**config.mk**
```make
export PLATFORM = sky130hd
export DESIGN_NAME = uart_apb_slave
export DESIGN_NICKNAME = d
export VERILOG_FILES = /design/src/rtl/uart_apb_pkg.sv /design/src/rtl/uart_apb_slave.sv
export SDC_FILE = /design/constraint.sdc
export NUM_CORES = 1
export LEC_CHECK = 0
export BUFFER_PORTS_ARGS = -buffer_cell sky130_fd_sc_hd__buf_2
export CAP_MARGIN = 5
export CORE_MARGIN = 2
export CORE_UTILIZATION = 30
export CTS_CLUSTER_SIZE = 30
export DETAILED_ROUTE_END_ITERATION = 8
export GPL_ROUTABILITY_DRIVEN = 0
export SKIP_CTS_REPAIR_TIMING = 1
export SLEW_MARGIN = 30
export SYNTH_ARGS = -nofsm -noshare
export SYNTH_HDL_FRONTEND = slang
export SYNTH_SLANG_ARGS = --single-unit
```
**constraint.sdc**
```tcl
create_clock -name clk -period 4.5 [get_ports clk]
set_input_delay 0.225 -clock clk [delete_from_list [all_inputs] [get_ports clk]]
set_output_delay 0.225 -clock clk [all_outputs]
set_load 0.1 [all_outputs]
```
**src/rtl/uart_apb_pkg.sv**
```systemverilog
// rtl/uart_apb_pkg.sv - register map, CTRL/STATUS bit positions and FSM states for uart_apb_slave
package uart_apb_pkg;

    localparam logic [1:0] REG_DATA   = 2'd0;
    localparam logic [1:0] REG_STATUS = 2'd1;
    localparam logic [1:0] REG_BAUD   = 2'd2;
    localparam logic [1:0] REG_CTRL   = 2'd3;

    localparam int CTRL_RX_IE = 0;
    localparam int CTRL_TX_IE = 1;

    localparam int STATUS_TX_FULL  = 0;
    localparam int STATUS_RX_EMPTY = 1;
    localparam int STATUS_TIMEOUT  = 2;

    typedef enum logic [1:0] {
        ST_IDLE    = 2'd0,
        ST_ACCESS  = 2'd1,
        ST_WAIT_TX = 2'd2
    } state_t;

endpackage

```
**src/rtl/uart_apb_slave.sv**
```systemverilog
// rtl/uart_apb_slave.sv - APB3 register slave bridging DATA accesses to external UART TX/RX FIFOs
// Optional macro UART_APB_TIMEOUT_EN bounds the wait on a full TX FIFO.
module uart_apb_slave
    import uart_apb_pkg::*;
#(
    parameter int unsigned TIMEOUT_CYCLES = 255,
    parameter logic [10:0] BAUD_RESET     = 11'd326
) (
    input  logic        clk,
    input  logic        reset,
    input  logic        psel,
    input  logic        penable,
    input  logic        pwrite,
    input  logic [3:0]  paddr,
    input  logic [31:0] pwdata,
    output logic [31:0] prdata,
    output logic        pready,
    output logic        pslverr,
    output logic [7:0]  tx_fifo_dataIn,
    output logic        tx_fifo_writeEn,
    input  logic        tx_fifo_Full,
    input  logic [7:0]  rx_fifo_dataOut,
    output logic        rx_fifo_readEn,
    input  logic        rx_fifo_Empty,
    output logic [10:0] baud_final_value,
    output logic        irq
);

    state_t      state;
    logic [10:0] baud_q;
    logic [1:0]  ctrl_q;
    logic        sticky_q;
    logic [1:0]  reg_idx;
    logic        is_data;
    logic        timeout_hit;
    logic        unused_bits;

    assign reg_idx = paddr[3:2];
    assign is_data = (reg_idx == REG_DATA);
    assign unused_bits = ^{pwdata[31:11], paddr[1:0]};

`ifdef UART_APB_TIMEOUT_EN
    logic [7:0] wait_cnt;
    assign timeout_hit = (state == ST_WAIT_TX) && (wait_cnt == TIMEOUT_CYCLES[7:0]);
`else
    logic [7:0] unused_timeout;
    assign unused_timeout = TIMEOUT_CYCLES[7:0];
    assign timeout_hit = 1'b0;
`endif

    // Handshake and strobes are gated by reset so an abandoned WAIT_TX never pushes.
    always_comb begin
        pready          = 1'b0;
        pslverr         = 1'b0;
        tx_fifo_writeEn = 1'b0;
        rx_fifo_readEn  = 1'b0;
        if (!reset && psel && penable) begin
            case (state)
                ST_ACCESS: begin
                    if (is_data && pwrite) begin
                        if (!tx_fifo_Full) begin
                            pready          = 1'b1;
                            tx_fifo_writeEn = 1'b1;
                        end
                    end else if (is_data) begin
                        pready = 1'b1;
                        if (rx_fifo_Empty) pslverr = 1'b1;
                        else               rx_fifo_readEn = 1'b1;
                    end else begin
                        pready = 1'b1;
                    end
                end
                ST_WAIT_TX: begin
                    if (!tx_fifo_Full) begin
                        pready          = 1'b1;
                        tx_fifo_writeEn = 1'b1;
                    end else if (timeout_hit) begin
                        pready  = 1'b1;
                        pslverr = 1'b1;
                    end
                end
                default: ;
            endcase
        end
    end

    always_comb begin
        prdata = 32'd0;
        if (pready && !pwrite && state == ST_ACCESS) begin
            case (reg_idx)
                REG_DATA:   prdata = rx_fifo_Empty ? 32'd0 : {24'd0, rx_fifo_dataOut};
                REG_STATUS: prdata = {29'd0, sticky_q, rx_fifo_Empty, tx_fifo_Full};
                REG_BAUD:   prdata = {21'd0, baud_q};
                REG_CTRL:   prdata = {30'd0, ctrl_q};
                default:    prdata = 32'd0;
            endcase
        end
    end

    assign tx_fifo_dataIn   = tx_fifo_writeEn ? pwdata[7:0] : 8'd0;
    assign baud_final_value = baud_q;
    assign irq = (ctrl_q[CTRL_RX_IE] & ~rx_fifo_Empty) | (ctrl_q[CTRL_TX_IE] & ~tx_fifo_Full);

    always_ff @(posedge clk) begin
        if (reset) begin
            state    <= ST_IDLE;
            baud_q   <= BAUD_RESET;
            ctrl_q   <= 2'b00;
            sticky_q <= 1'b0;
`ifdef UART_APB_TIMEOUT_EN
            wait_cnt <= 8'd0;
`endif
        end else begin
            case (state)
                ST_IDLE: begin
                    if (psel && !penable) state <= ST_ACCESS;
                end
                ST_ACCESS: begin
                    if (!psel) begin
                        state <= ST_IDLE;
                    end else if (pready) begin
                        state <= ST_IDLE;
                        if (pwrite) begin
                            case (reg_idx)
                                REG_BAUD:   baud_q <= pwdata[10:0];
                                REG_CTRL:   ctrl_q <= pwdata[1:0];
                                REG_STATUS: if (pwdata[STATUS_TIMEOUT]) sticky_q <= 1'b0;
                                default: ;
                            endcase
                        end
                    end else if (penable && pwrite && is_data) begin
                        state <= ST_WAIT_TX;
`ifdef UART_APB_TIMEOUT_EN
                        wait_cnt <= 8'd0;
`endif
                    end
                end
                ST_WAIT_TX: begin
                    if (!psel || pready) begin
                        state <= ST_IDLE;
                        if (pslverr) sticky_q <= 1'b1;
                    end
`ifdef UART_APB_TIMEOUT_EN
                    else begin
                        wait_cnt <= wait_cnt + 8'd1;
                    end
`endif
                end
                default: state <= ST_IDLE;
            endcase
        end
    end

endmodule

```
# ---- Yosys cells after proc, flatten, opt, wreduce, memory -nomap -nowiden
# Index checks and enable logic that the tools add are counted.
dict set report totals {
  input_bits 51
  word_cells 78
  out_inout_bits 56
  reg_bits 16
}
dict set report classes {
  n_bitwise 5
  eq_ne 14
  reduce_logical 20
  mux 35
}
# cell n
set op_table {}
lappend op_table {{$pmux 32 s4} 1}
lappend op_table {{$mux 32} 1}
lappend op_table {{$mux 1} 22}
lappend op_table {{$mux 8} 2}
lappend op_table {{$ne 2x2->1 const B} 7}
lappend op_table {{$mux 2} 5}
lappend op_table {{$reduce_and 5->1} 2}
lappend op_table {{$logic_and 1x1->1} 8}
lappend op_table {{$reduce_and 8->1} 1}
lappend op_table {{$eq 2x2->1 const B} 3}
lappend op_table {{$pmux 1 s2} 3}
lappend op_table {{$pmux 2 s3} 1}
lappend op_table {{$eq 2x1->1 const B} 2}
lappend op_table {{$logic_not 1->1} 4}
lappend op_table {{$logic_not 2->1} 2}
lappend op_table {{$ne 4x3->1 const B} 1}
lappend op_table {{$reduce_and 3->1} 1}
lappend op_table {{$and 1x1->1} 2}
lappend op_table {{$ne 2x1->1 const B} 1}
lappend op_table {{$not 1->1} 2}
lappend op_table {{$reduce_bool 2->1} 1}
lappend op_table {{$logic_or 1x1->1} 1}
lappend op_table {{$or 1x1->1} 1}

# ---- Longest topological paths before layout
# Gate-level depths: netlist of run 1.
dict set report depth {
  word_depth 8
  depth_mapped 7
  ltp_nobuf 6
}

# ---- Worst setup path before layout of run 1
# Ideal clock, no wire load.
dict set report synth_timing {
  path_type {register to output}
  start {register baud_q[0], in the netlist baud_final_value[0]}
  end {output port prdata[0]}
  t_required_ns 4.275
  t_arrival_ns 5.851
  path_stages_with_launch 3
  path_buffers 0
  setup_slack_ns -1.576
  path_cell_list {dfxtp_1 -> mux2i_1 -> a2111oi_0}
}
dict set report synth_between {
  elab_chain_cells 2
}
# item line_no
set synth_rtl {}
lappend synth_rtl {{start, declared} uart_apb_slave.sv:30} ;# logic [10:0] baud_q;
lappend synth_rtl {{start signal, assigned} uart_apb_slave.sv:125} ;# REG_BAUD: baud_q <= pwdata[10:0];
lappend synth_rtl {{$pmux 32 s4} uart_apb_slave.sv:90} ;# case (reg_idx)
lappend synth_rtl {{$mux 32} uart_apb_slave.sv:89} ;# if (pready && !pwrite && state == ST_ACCESS) begin
lappend synth_rtl {{end, declared} uart_apb_slave.sv:16} ;# output logic [31:0] prdata,
# Every way passes these cells. The select of a mux whose other input is x is not followed.

# ---- Worst setup path after layout of run 1
dict set report layout_timing {
  start {register state[0]}
  end {output port tx_fifo_dataIn[0]}
}
dict set report layout_between {
  elab_chain_cells 4
  word_cells_on_any_way 5
  cone_classes {eq/ne (2); mux (3)}
}
# item line_no
set layout_rtl {}
lappend layout_rtl {{start, declared} uart_apb_slave.sv:29} ;# state_t state;
lappend layout_rtl {{start signal, assigned} uart_apb_slave.sv:106} ;# state <= ST_IDLE;
lappend layout_rtl {{start signal, assigned} uart_apb_slave.sv:116} ;# if (psel && !penable) state <= ST_ACCESS;
lappend layout_rtl {{start signal, assigned} uart_apb_slave.sv:120} ;# state <= ST_IDLE;
lappend layout_rtl {{$eq 2x2->1 / $eq 2x1->1 (equally long branches)} uart_apb_slave.sv:58} ;# case (state)
lappend layout_rtl {{$pmux 1 s2 (*)} uart_apb_slave.sv:58}
lappend layout_rtl {{$mux 1 (*)} uart_apb_slave.sv:57} ;# if (!reset && psel && penable) begin
lappend layout_rtl {{$mux 8 (*)} uart_apb_slave.sv:100} ;# assign tx_fifo_dataIn = tx_fifo_writeEn ? pwdata[7:0] : 8'd0;
lappend layout_rtl {{end, declared} uart_apb_slave.sv:19} ;# output logic [7:0] tx_fifo_dataIn,
# Every way passes the cells marked *; elsewhere a longest branch is shown, timed or not.

==> results of run 1 <==
-- worst paths after layout --
kind,start,end,cells after the start
hold / removal,pwdata[8],baud_final_value[8],3
setup / recovery,state[0],tx_fifo_dataIn[0],6
setup reg to reg,state[0],baud_final_value[2],5
hold reg to reg,sticky_q,sticky_q,2
-- per-layer routing --
metal / routed length, um / part of all wire / up-vias
met5: 0 / 0 / -
met4: 25 / 0.0072 / 0
met1: 1620 / 0.46 / 583
met3: 239 / 0.068 / 5
met2: 1610 / 0.46 / 48
li1: - / - / 659
-- sequential cells by signal (all words and copies together) (netlist names) --
signal	count
state	2
ctrl_q	2
baud_final_value	11
sticky_q	1
-- per-stage QoR --
| stage | cells | total power, mW | setup slack [ps] |
|---|---|---|---|
| floorplan | 187 | 0.325 | 455 |
| global placement | 270 | 0.339 | 2170 |
| detailed placement | 270 | 0.341 | 2160 |
| CTS | 274 | 0.472 | 1880 |
| global route | 274 | 0.490 | 1750 |
| finish | 274 | 0.470 | 1880 |
-- cell type report --
cell class              instances  area [um^2]  area share
inverters                       6         22.5      0.0140
well taps                      50         62.6      0.0390
repair buffers                 62          310       0.193
flip-flops and latches         16          320       0.200
clock buffers                   4         55.1      0.0343
multi-input cells             136          835       0.520
-- where the power goes --
group	internal, mW	leakage (nW)	switching [mW]
Clock	0.0777	0.0288	0.0539
Sequential	0.146	0.129	0.00422
Combinational	0.0440	0.632	0.144
-- cell usage after synthesis, types with 2 or more instances --
cell type  count  share of area
a2111oi_0      2          0.014
a211oi_1       2          0.012
a21oi_1       12          0.046
a22oi_1        7          0.041
and2_1         9          0.044
and3_1         3          0.015
and4_1         2          0.014
buf_2          3          0.012
buf_4         22           0.13
clkbuf_1       2         0.0058
dfxtp_1       16           0.25
ha_1           3          0.029
inv_1          6          0.017
mux2_2         2          0.017
mux2i_1        4          0.031
nand2_1       25          0.073
nand2b_1       4          0.019
nand3b_1       3          0.017
nor2_1        13          0.038
nor3_1         2         0.0077
or3_1          2         0.0097
-- tightest hold or removal path: stages --
cell	delay, ps
buf_2	80
nand2_1	40
nand3b_1	70
-- placed cells by master (no fill, tap or decap), types with 2 or more instances in the layout --
| cell type | instances |
|---|---|
| a2111oi_2 | 2 |
| a211oi_1 | 2 |
| a21oi_1 | 12 |
| a22oi_1 | 7 |
| and2_1 | 9 |
| and3_1 | 3 |
| and4_1 | 2 |
| buf_2 | 62 |
| clkbuf_8 | 4 |
| conb_1 | 21 |
| dfxtp_1 | 16 |
| ha_1 | 3 |
| inv_1 | 6 |
| mux2_2 | 2 |
| mux2i_1 | 4 |
| nand2_1 | 25 |
| nand2b_1 | 4 |
| nand3b_1 | 3 |
| nor2_1 | 13 |
| nor3_1 | 2 |
| or3_1 | 2 |
-- cells by family after synthesis --
kind of cell	after synthesis	share of synthesized area
AOI/OAI and AO/OA	31	0.165
adders and majority gates	3	0.0290
buffers and inverters	35	0.174
DFF	16	0.248
muxes	6	0.0484
other	1	0.00290
and+or+nand+nor	75	0.333
==> reports/metrics.csv, run 1 <==
stage,metric,value,unit
status,status,finished clean,
detailed_routing,DRC,0,
critical_path,Setup CP Type,flop to output pin,
clock_tree,CTS root buf,clkbuf_8,
timing,Final Max Tran Viols,0,
critical_path,largest stage delay on the critical path,500,ps
floorplanning,Die Y,69.6,um
synthesis,syn avg cell area,7.74,um^2
synthesis,sequential share of the synthesized area,0.248,
global_route,Overflow after GRT,0,
global_route,first-pass GRT wire length,5420,um
global_route,antenna violations before repair,0,
global_route,largest net degree at the start of global routing,20,
detailed_routing,routed via count,1295,
timing,RSZ-0062 raised after global routing,false,
clock_tree,Clock Sink Count,16,
pwr,Pwr Density,293,nW/um^2
detailed_routing,wire per inst,12.8,um
clock_tree,CTS HTree Levels,1,
timing,Min Hold Slack,185,ps
global_route,Most Crowded Layer GR,met2,
clock_tree,Clock Latency Late Sink,250,ps
cells_and_area,Diodes inserted,0,
synthesis,Post-Syn Instances,167,
timing,worst clock skew,3.43,ps
detailed_routing,final antenna-violating net count,0,
floorplanning,Initial Utilization,0.316,
cells_and_area,layout cells sized above 1,0.335,
timing,Slew @ Worst Pin,561,ps
cells_and_area,fill count,440,
placed_design,DP HPWL,2650,um
global_route,M1 GR Usage,0.182,
synthesis,yosys warns,0,
detailed_routing,number of iterations in the first detailed-routing pass,4,
timing,# setup viols final,0,
timing,highest clock rate,382,MHz
floorplanning,IO Pins,107,
timing,final hold violation count,0,
critical_path,kind of start point of the critical path,flop,
min_path,worst min path class,input pin to flop,
pwr,total leakage power,0.790,nW
timing,fin crit period,2620,ps
placed_design,IO buf count,62,
timing,crit share post-route,0.582,
synthesis,asr flop ratio synth,0,
floorplanning,Core Area,4090,um^2
detailed_routing,DRT iter0 DRCs,62,
critical_path,WP data required,4280,ps
flow_run,maxcap violations,0,
global_route,number of global-route vias before repair,1125,
global_route,Total GRT Usage,0.137,
clock_tree,Clock transition at path regs,70,ps
critical_path,Slowest cell on crit path,nor3_2,
critical_path,crit-path leading delay family,simple AND/OR/NAND/NOR gates,
synthesis,predominant post-synthesis flop cell,dfxtp_1,
cells_and_area,nets@finish,279,
clock_tree,Inserted Clock Buffers,3,
detailed_routing,final WL,3490,um
critical_path,Crit. End Element,output pin,
synthesis,Yosys reg bits,16,
clock_tree,CTS tree,done,
global_route,met3 Usage GRT,0.0334,
critical_path,critical path peak fanout,10,
placed_design,DP Area,1550,um^2
synthesis,"EDFF count, synth",0,
critical_path,reg2reg setup slack,2470,ps
cells_and_area,utilization after layout,0.393,
floorplanning,die width,69.6,um
critical_path,cells along the critical path,inv_1 -> ha_1 -> nand4b_4 -> nor3_2 -> and2_1 -> buf_2,
floorplanning,full die area,4850,um^2
timing,setup TNS,0,ps
critical_path,CP bufs+invs,2,
pwr,Peak VDD IR,0.000117,V
global_route,met2 Track Usage GR,0.222,
cells_and_area,Final Cell Area,1610,um^2
cells_and_area,Area Overhead vs Synth,24.2,%
clock_tree,Max Root-Sink Buffers,2,
synthesis,distinct cell type count after synthesis,44,
synthesis,synthesized area,1290,um^2
detailed_routing,vias per inst,4.73,
floorplanning,# rows,23,
timing,worst slew margin relative to its limit,0.625,
critical_path,crit path DAT,2400,ps
(Power assumes the default switching activity.)
==> run 2: changes to the inputs <==
--- a/config.mk
+++ b/config.mk
@@ -5,6 +5,7 @@
 export SDC_FILE = /design/constraint.sdc
 export NUM_CORES = 1
 export LEC_CHECK = 0
+export ABC_AREA = 1
 export BUFFER_PORTS_ARGS = -buffer_cell sky130_fd_sc_hd__buf_2
 export CAP_MARGIN = 5
 export CORE_MARGIN = 2
@@ -12,6 +13,7 @@
 export CTS_CLUSTER_SIZE = 30
 export DETAILED_ROUTE_END_ITERATION = 8
 export GPL_ROUTABILITY_DRIVEN = 0
+export PLACE_DENSITY = 0.65
 export SKIP_CTS_REPAIR_TIMING = 1
 export SLEW_MARGIN = 30
 export SYNTH_ARGS = -nofsm -noshare
==> constraint.sdc (replaced) <==
create_clock -name clk -period 2.5 [get_ports clk]
set_input_delay 0.125 -clock clk [delete_from_list [all_inputs] [get_ports clk]]
set_output_delay 0.125 -clock clk [all_outputs]
set_load 0.1 [all_outputs]
==> run 2 against run 1 <==
Area after synthesis decreased by 2.8%. Synthesized cell count increased by 15%. Critical endpoint is now tx_fifo_dataIn[4]. Global-route usage increased by 2.6 points. Clock power increased by 53%. Highest routed layer unchanged. Register-to-register slack got worse by 1700 ps. Cell count increased by 11%. Clock-buffer cell count decreased by 1. Core utilization increased by 11 points.
==> reports/metrics.csv, run 2 <==
stage,metric,value,unit,change
cells_and_area,fill count,401,,-8.9%
detailed_routing,vias per inst,4.46,,-5.7%
floorplanning,# rows,23,,unchanged
detailed_routing,final WL,3560,um,+1.9%
pwr,clock share of power,0.228,,-0.052
detailed_routing,routed via count,1355,,+4.6%
timing,PnR worst setup slack,211,ps,-1670 ps
cells_and_area,Area Overhead vs Synth,61.3,%,
pwr,Gate power share,0.461,,+0.062
detailed_routing,DRC,0,,unchanged
min_path,worst min path class,input pin to flop,,
timing,crit share post-route,0.915,,
cells_and_area,Diodes inserted,0,,unchanged
clock_tree,Clock Latency Late Sink,250,ps,about the same
timing,Min Hold Slack,65.2,ps,-120 ps
detailed_routing,DRT iter0 DRCs,43,,-31%
timing,worst clock skew,3.77,ps,+0.335 ps
detailed_routing,number of iterations in the first detailed-routing pass,4,,unchanged
synthesis,"top cells by area, synth","dfxtp_1 25%, buf_4 13%, nand2_1 12%, nor2_1 8.4%, inv_1 7.5%",,
global_route,Overflow after GRT,0,,unchanged
timing,# setup viols final,0,,unchanged
detailed_routing,final antenna-violating net count,0,,unchanged
cells_and_area,FF+latch area,320,um^2,unchanged
synthesis,Synth top cells by count,"40 x nand2_1, 28 x nor2_1, 25 x inv_1, 22 x buf_4, 16 x dfxtp_1",,
pwr,total leakage power,0.917,nW,+16%
clock_tree,CTS root buf,clkbuf_8,,
global_route,number of global-route vias before repair,1258,,+12%
placed_design,placed cell count,301,,+11%
placed_design,DP HPWL,2850,um,+7.5%
global_route,Total GRT Usage,0.162,,+0.0257
timing,setup TNS,0,ps,unchanged
synthesis,Post-Syn Instances,192,,+15%
flow_run,maxcap violations,0,,unchanged
pwr,Seq pwr share,0.311,,-0.009
clock_tree,CTS HTree Levels,1,,unchanged
clock_tree,Clock Sink Count,16,,unchanged
clock_tree,Clock transition at path regs,70,ps,about the same
cells_and_area,fin cells,304,,+11%
critical_path,critical path peak fanout,8,,-2
critical_path,FF-to-FF path depth,10,,+5
critical_path,Crit. End Element,output pin,,
synthesis,distinct cell type count after synthesis,27,,-39%
cells_and_area,max FFs per register,11,,unchanged
placed_design,DP Area,1980,um^2,+28%
critical_path,worst r2r dst,baud_final_value[9],,
timing,RSZ-0062 raised after global routing,false,,
synthesis,Yosys top cell area share,0.255,,+0.00716
global_route,antenna violations before repair,0,,unchanged
placed_design,IO buf count,62,,unchanged
floorplanning,full die area,4720,um^2,-2.6%
synthesis,synthesized area,1260,um^2,-2.8%
floorplanning,Die Y,68.7,um,-1.3%
synthesis,Yosys reg bits,16,,unchanged
placed_design,Setup WS pre-CTS,453,ps,-1710 ps
timing,final hold violation count,0,,unchanged
cells_and_area,layout cells sized above 1,0.394,,+0.0589
cells_and_area,Final Cell Area,2030,um^2,+26%
pwr,Peak VDD IR,0.000186,V,+59%
critical_path,reg2reg setup slack,760,ps,-1710 ps
synthesis,yosys warns,0,,unchanged
global_route,first-pass GRT wire length,5710,um,+5.2%
cells_and_area,nets@finish,310,,+11%
synthesis,asr flop ratio synth,0,,unchanged
cells_and_area,footprint of the multi-input gates,873,um^2,+4.6%
clock_tree,Inserted Clock Buffers,3,,unchanged
min_path,Cells on Worst Hold Path,3,,unchanged
pwr,NetSw,0.413,mW,+100%
pwr,Pwr Density,438,nW/um^2,+50%
global_route,largest net degree at the start of global routing,16,,-20%
min_path,Hold Crit Start,pwdata[8],,
pwr,Net Sw Frac,0.465,,+0.0354
cells_and_area,most frequent cells in the layout,"43 x buf_2, 40 x nand2_1, 24 x inv_1",,
critical_path,Setup CP Type,flop to output pin,,
timing,Slew @ Worst Pin,766,ps,+204 ps
synthesis,most frequent cell after synthesis,nand2_1,,
clock_tree,Max Root-Sink Buffers,2,,unchanged
critical_path,crit path DAT,2160,ps,-240 ps
synthesis,predominant post-synthesis flop cell,dfxtp_1,,
clock_tree,CTS tree,done,,
critical_path,WP data required,2380,ps,-1900 ps
status,status,finished clean,,
cells_and_area,"commonest non-fill, non-tap cell in the layout",buf_2,,
timing,Final Max Tran Viols,0,,unchanged
pwr,Int Pwr,0.475,mW,+77%
synthesis,syn avg cell area,6.54,um^2,-15%
floorplanning,IO Pins,107,,unchanged
timing,highest clock rate,437,MHz,
floorplanning,die width,68.7,um,-1.3%
synthesis,Synth area leader,dfxtp_1,,
timing,fin crit period,2290,ps,
min_path,Hold Path End,baud_final_value[8],,
critical_path,Reg-to-Reg Start,state[1],,
detailed_routing,wire per inst,11.7,um,-8.1%
timing,worst slew margin relative to its limit,0.489,,-0.136
floorplanning,Core Area,4030,um^2,-1.4%
synthesis,sequential share of the synthesized area,0.255,,+0.00716
critical_path,kind of start point of the critical path,flop,,
floorplanning,Initial Utilization,0.312,,-0.00449
synthesis,"EDFF count, synth",0,,unchanged
-- run 2: cell types whose count changed after synthesis, sizes merged, moves of 9 or more --
cell / before / now
nand2: 25 / 43
and2: 9 / 0
nor2: 13 / 30
inv: 6 / 25
nand3: 1 / 14
-- run 2: metrics by stage --
stage	total power [mW]	utilization
final	0.888	0.503
after floorplan	0.649	-
after CTS	0.896	0.503
after global placement	0.684	0.493
after global routing	0.947	0.503
after detailed placement	0.691	0.493
-- run 2: kinds of logic (layout without fill, tap and decap cells) --
logic type               Yosys count  count (layout)  synth area share
AO/OA/AOI/OAI                     28              28             0.150
buffers and inverters             53              95             0.242
other                              1              21           0.00299
AND/OR/NAND/NOR                   91              91             0.320
adder cells (fa/ha/maj)            3               3            0.0299
flip-flops                        16              16             0.255
-- run 2: worst max-delay path by stage --
stage | to | from | cells after the start
floorplan | tx_fifo_dataIn[0] | state[0] | 7
global placement | tx_fifo_dataIn[7] | state[1] | 8
detailed placement | tx_fifo_dataIn[6] | state[1] | 8
CTS | tx_fifo_dataIn[6] | state[1] | 8
global route | tx_fifo_dataIn[7] | state[1] | 8
finish | tx_fifo_dataIn[4] | state[1] | 8
-- run 2: critical path, cell delays in order (launching register included) --
cell and delay, ps:
dfxtp_1 350, inv_1 80, ha_1 270, nor3b_2 190
inv_1 100, nor3_4 170, inv_1 340, nor2_4 220
buf_12 190
-- run 2: layer usage --
metal  vias up  wire (um)  track usage
met3         4        178       0.0195
li1        690          -            -
met2        45       1810        0.270
met5         -          0            0
met1       616       1520        0.215
met4         0         52       0.0588
-- run 2: layout make-up --
cell class                 count  area share
clock buffer                   3      0.0204
inverter                      27      0.0544
multi-input combinational    143       0.431
sequential                    16       0.158
tap                           50      0.0309
timing repair buffer          65       0.305
-- run 2: power groups by stage --
stage | logic [mW] | clock network [mW] | registers (mW)
finish | 0.409 | 0.202 | 0.276
detailed placement | 0.409 | 0 | 0.282
CTS | 0.411 | 0.209 | 0.276
global placement | 0.403 | 0 | 0.281
global route | 0.448 | 0.221 | 0.278
floorplan | 0.368 | 0 | 0.281
==> run 3: changes to the inputs <==
--- a/config.mk
+++ b/config.mk
@@ -8,6 +8,7 @@
 export ABC_AREA = 1
 export BUFFER_PORTS_ARGS = -buffer_cell sky130_fd_sc_hd__buf_2
 export CAP_MARGIN = 5
+export CORE_ASPECT_RATIO = 1.25
 export CORE_MARGIN = 2
 export CORE_UTILIZATION = 30
 export CTS_CLUSTER_SIZE = 30
==> run 3 against run 2 <==
Clock power up 15%. Non-clock buffer count is 1 lower. Wire length up 1.4%. Register-to-register slack got worse by 30 ps. Hold slack gained 5.6 ps. Sequential share of layout area is 0.17 points lower. First-iteration DRC count up 44%. Critical path depth unchanged. Critical path type unchanged. Largest cell class unchanged.
==> reports/metrics.csv, run 3 (same netlist as run 2, synthesis figures left out) <==
stage,metric,value,unit,change
flow_run,maxcap violations,0,,unchanged
global_route,Total GRT Usage,0.164,,+0.00178
pwr,Peak VDD IR,0.000282,V,+52%
placed_design,IO buf count,62,,unchanged
detailed_routing,DRT iter0 DRCs,62,,+44%
global_route,largest net degree at the start of global routing,16,,unchanged
pwr,clock share of power,0.253,,+0.025
critical_path,Setup CP Type,flop to output pin,,
critical_path,crit path DAT,2210,ps,+50 ps
placed_design,DP Area,1980,um^2,unchanged
global_route,antenna violations before repair,0,,unchanged
detailed_routing,final WL,3610,um,+1.4%
pwr,Int Pwr,0.507,mW,+6.8%
critical_path,worst r2r dst,baud_final_value[10],,
global_route,Overflow after GRT,0,,unchanged
min_path,worst min path class,input pin to flop,,
floorplanning,Die Y,76.4,um,+11%
timing,final hold violation count,0,,unchanged
min_path,Cells on Worst Hold Path,3,,unchanged
timing,Slew @ Worst Pin,774,ps,+8.76 ps
timing,setup TNS,0,ps,unchanged
clock_tree,Inserted Clock Buffers,3,,unchanged
pwr,Net Sw Frac,0.449,,-0.0157
critical_path,Reg-to-Reg Start,state[1],,
cells_and_area,fill count,419,,+4.5%
clock_tree,CTS root buf,clkbuf_8,,
cells_and_area,Diodes inserted,0,,unchanged
timing,worst clock skew,1.29,ps,-2.47 ps
critical_path,reg2reg setup slack,730,ps,-30 ps
timing,worst slew margin relative to its limit,0.483,,-0.00585
timing,highest clock rate,428,MHz,-2.1%
detailed_routing,DRC,0,,unchanged
timing,Final Max Tran Viols,0,,unchanged
critical_path,critical path peak fanout,8,,unchanged
detailed_routing,final antenna-violating net count,0,,unchanged
detailed_routing,number of iterations in the first detailed-routing pass,4,,unchanged
critical_path,Crit. End Element,output pin,,
timing,Min Hold Slack,70.7,ps,+5.56 ps
floorplanning,IO Pins,107,,unchanged
cells_and_area,footprint of the multi-input gates,878,um^2,+0.57%
critical_path,WP data required,2380,ps,about the same
timing,crit share post-route,0.935,,+0.0192
timing,# setup viols final,0,,unchanged
detailed_routing,routed via count,1360,,+0.37%
clock_tree,Clock transition at path regs,70,ps,about the same
min_path,Hold Path End,baud_final_value[8],,
critical_path,FF-to-FF path depth,10,,unchanged
clock_tree,CTS HTree Levels,1,,unchanged
cells_and_area,FF+latch area,320,um^2,unchanged
critical_path,"most used cell, CP",inv_1,,
timing,RSZ-0062 raised after global routing,false,,
critical_path,kind of start point of the critical path,flop,,
global_route,first-pass GRT wire length,5910,um,+3.6%
pwr,Pwr Density,450,nW/um^2,+2.6%
cells_and_area,layout cells sized above 1,0.398,,+0.00394
cells_and_area,utilization after layout,0.504,,+0.000897
cells_and_area,most frequent cells in the layout,"43 x buf_2, 40 x nand2_1, 24 x inv_1",,
placed_design,DP HPWL,2890,um,+1.5%
detailed_routing,vias per inst,4.39,,-1.6%
min_path,Hold Crit Start,pwdata[8],,
cells_and_area,"commonest non-fill, non-tap cell in the layout",buf_2,,
clock_tree,Clock Sink Count,16,,unchanged
critical_path,largest stage delay on the critical path,340,ps,about the same
critical_path,cells along the critical path,inv_1 -> ha_1 -> nor3b_2 -> inv_1 -> nor3_4 -> inv_1 -> nor2_4 -> buf_12,,
cells_and_area,max FFs per register,11,,unchanged
floorplanning,full die area,4720,um^2,about the same
cells_and_area,nets@finish,309,,-0.32%
status,status,finished clean,,
cells_and_area,Final Cell Area,2050,um^2,+1.1%
timing,fin crit period,2340,ps,+47.9 ps
floorplanning,Core Area,4070,um^2,+0.93%
clock_tree,Clock Latency Late Sink,250,ps,about the same
clock_tree,Max Root-Sink Buffers,2,,unchanged
pwr,Seq pwr share,0.299,,-0.012
detailed_routing,wire per inst,11.7,um,-0.56%
global_route,number of global-route vias before repair,1305,,+3.7%
floorplanning,Initial Utilization,0.309,,-0.00288
floorplanning,die width,61.9,um,-9.9%
floorplanning,# rows,26,,+13%
pwr,Gate power share,0.448,,-0.013
cells_and_area,Area Overhead vs Synth,63.0,%,
pwr,Tot Pwr,0.921,mW,+3.7%
pwr,NetSw,0.414,mW,+0.24%
clock_tree,CTS tree,done,,
critical_path,Slowest cell on crit path,dfxtp_1,,
pwr,total leakage power,0.922,nW,+0.53%
## run 3: metrics by stage
step | instances | setup WS (ps)
2_1_floorplan | 212 | -537
3_3_place_gp | 306 | 380
3_5_place_dp | 306 | 335
4_1_cts | 310 | 50.7
5_1_grt | 310 | 40.4
6_report | 310 | 163
## run 3: power by group through the flow
stage | clock network, mW | registers (mW) | logic, mW
2_1_floorplan | 0 | 0.281 | 0.368
3_3_place_gp | 0 | 0.280 | 0.407
3_5_place_dp | 0 | 0.281 | 0.409
4_1_cts | 0.241 | 0.275 | 0.410
5_1_grt | 0.254 | 0.276 | 0.456
6_report | 0.233 | 0.275 | 0.413
## run 3: critical path: cells and delay by family, from the launching register on
kind	cells	cell delay (ps)
buffers and inverters	4	720
and+or+nand+nor	3	630
DFF	1	340
adders and majority gates	1	270
## run 3: per-layer routing
layer	up-vias	track usage	routed length [um]
met1	614	0.202	1460
met5	-	0	0
met2	53	0.268	1820
met3	2	0.0509	310
met4	0	0.0447	25
li1	691	-	-
## run 3: cell type report
type                    count  share of cell area
multi-input cells         143               0.429
flip-flops and latches     16               0.156
inverters                  27              0.0538
well taps                  56              0.0342
repair buffers             64               0.300
clock buffers               4              0.0269
## run 3: how the worst max path moves through the flow
stage | startpoint | to | slack, ps | cells after the start
after floorplan | state[0] | tx_fifo_dataIn[0] | -540 | 7
after global placement | state[1] | prdata[1] | 380 | 10
after detailed placement | state[1] | prdata[1] | 340 | 10
after CTS | state[1] | prdata[1] | 50 | 10
after global routing | state[0] | tx_fifo_dataIn[1] | 40 | 8
final | state[0] | tx_fifo_dataIn[1] | 160 | 8
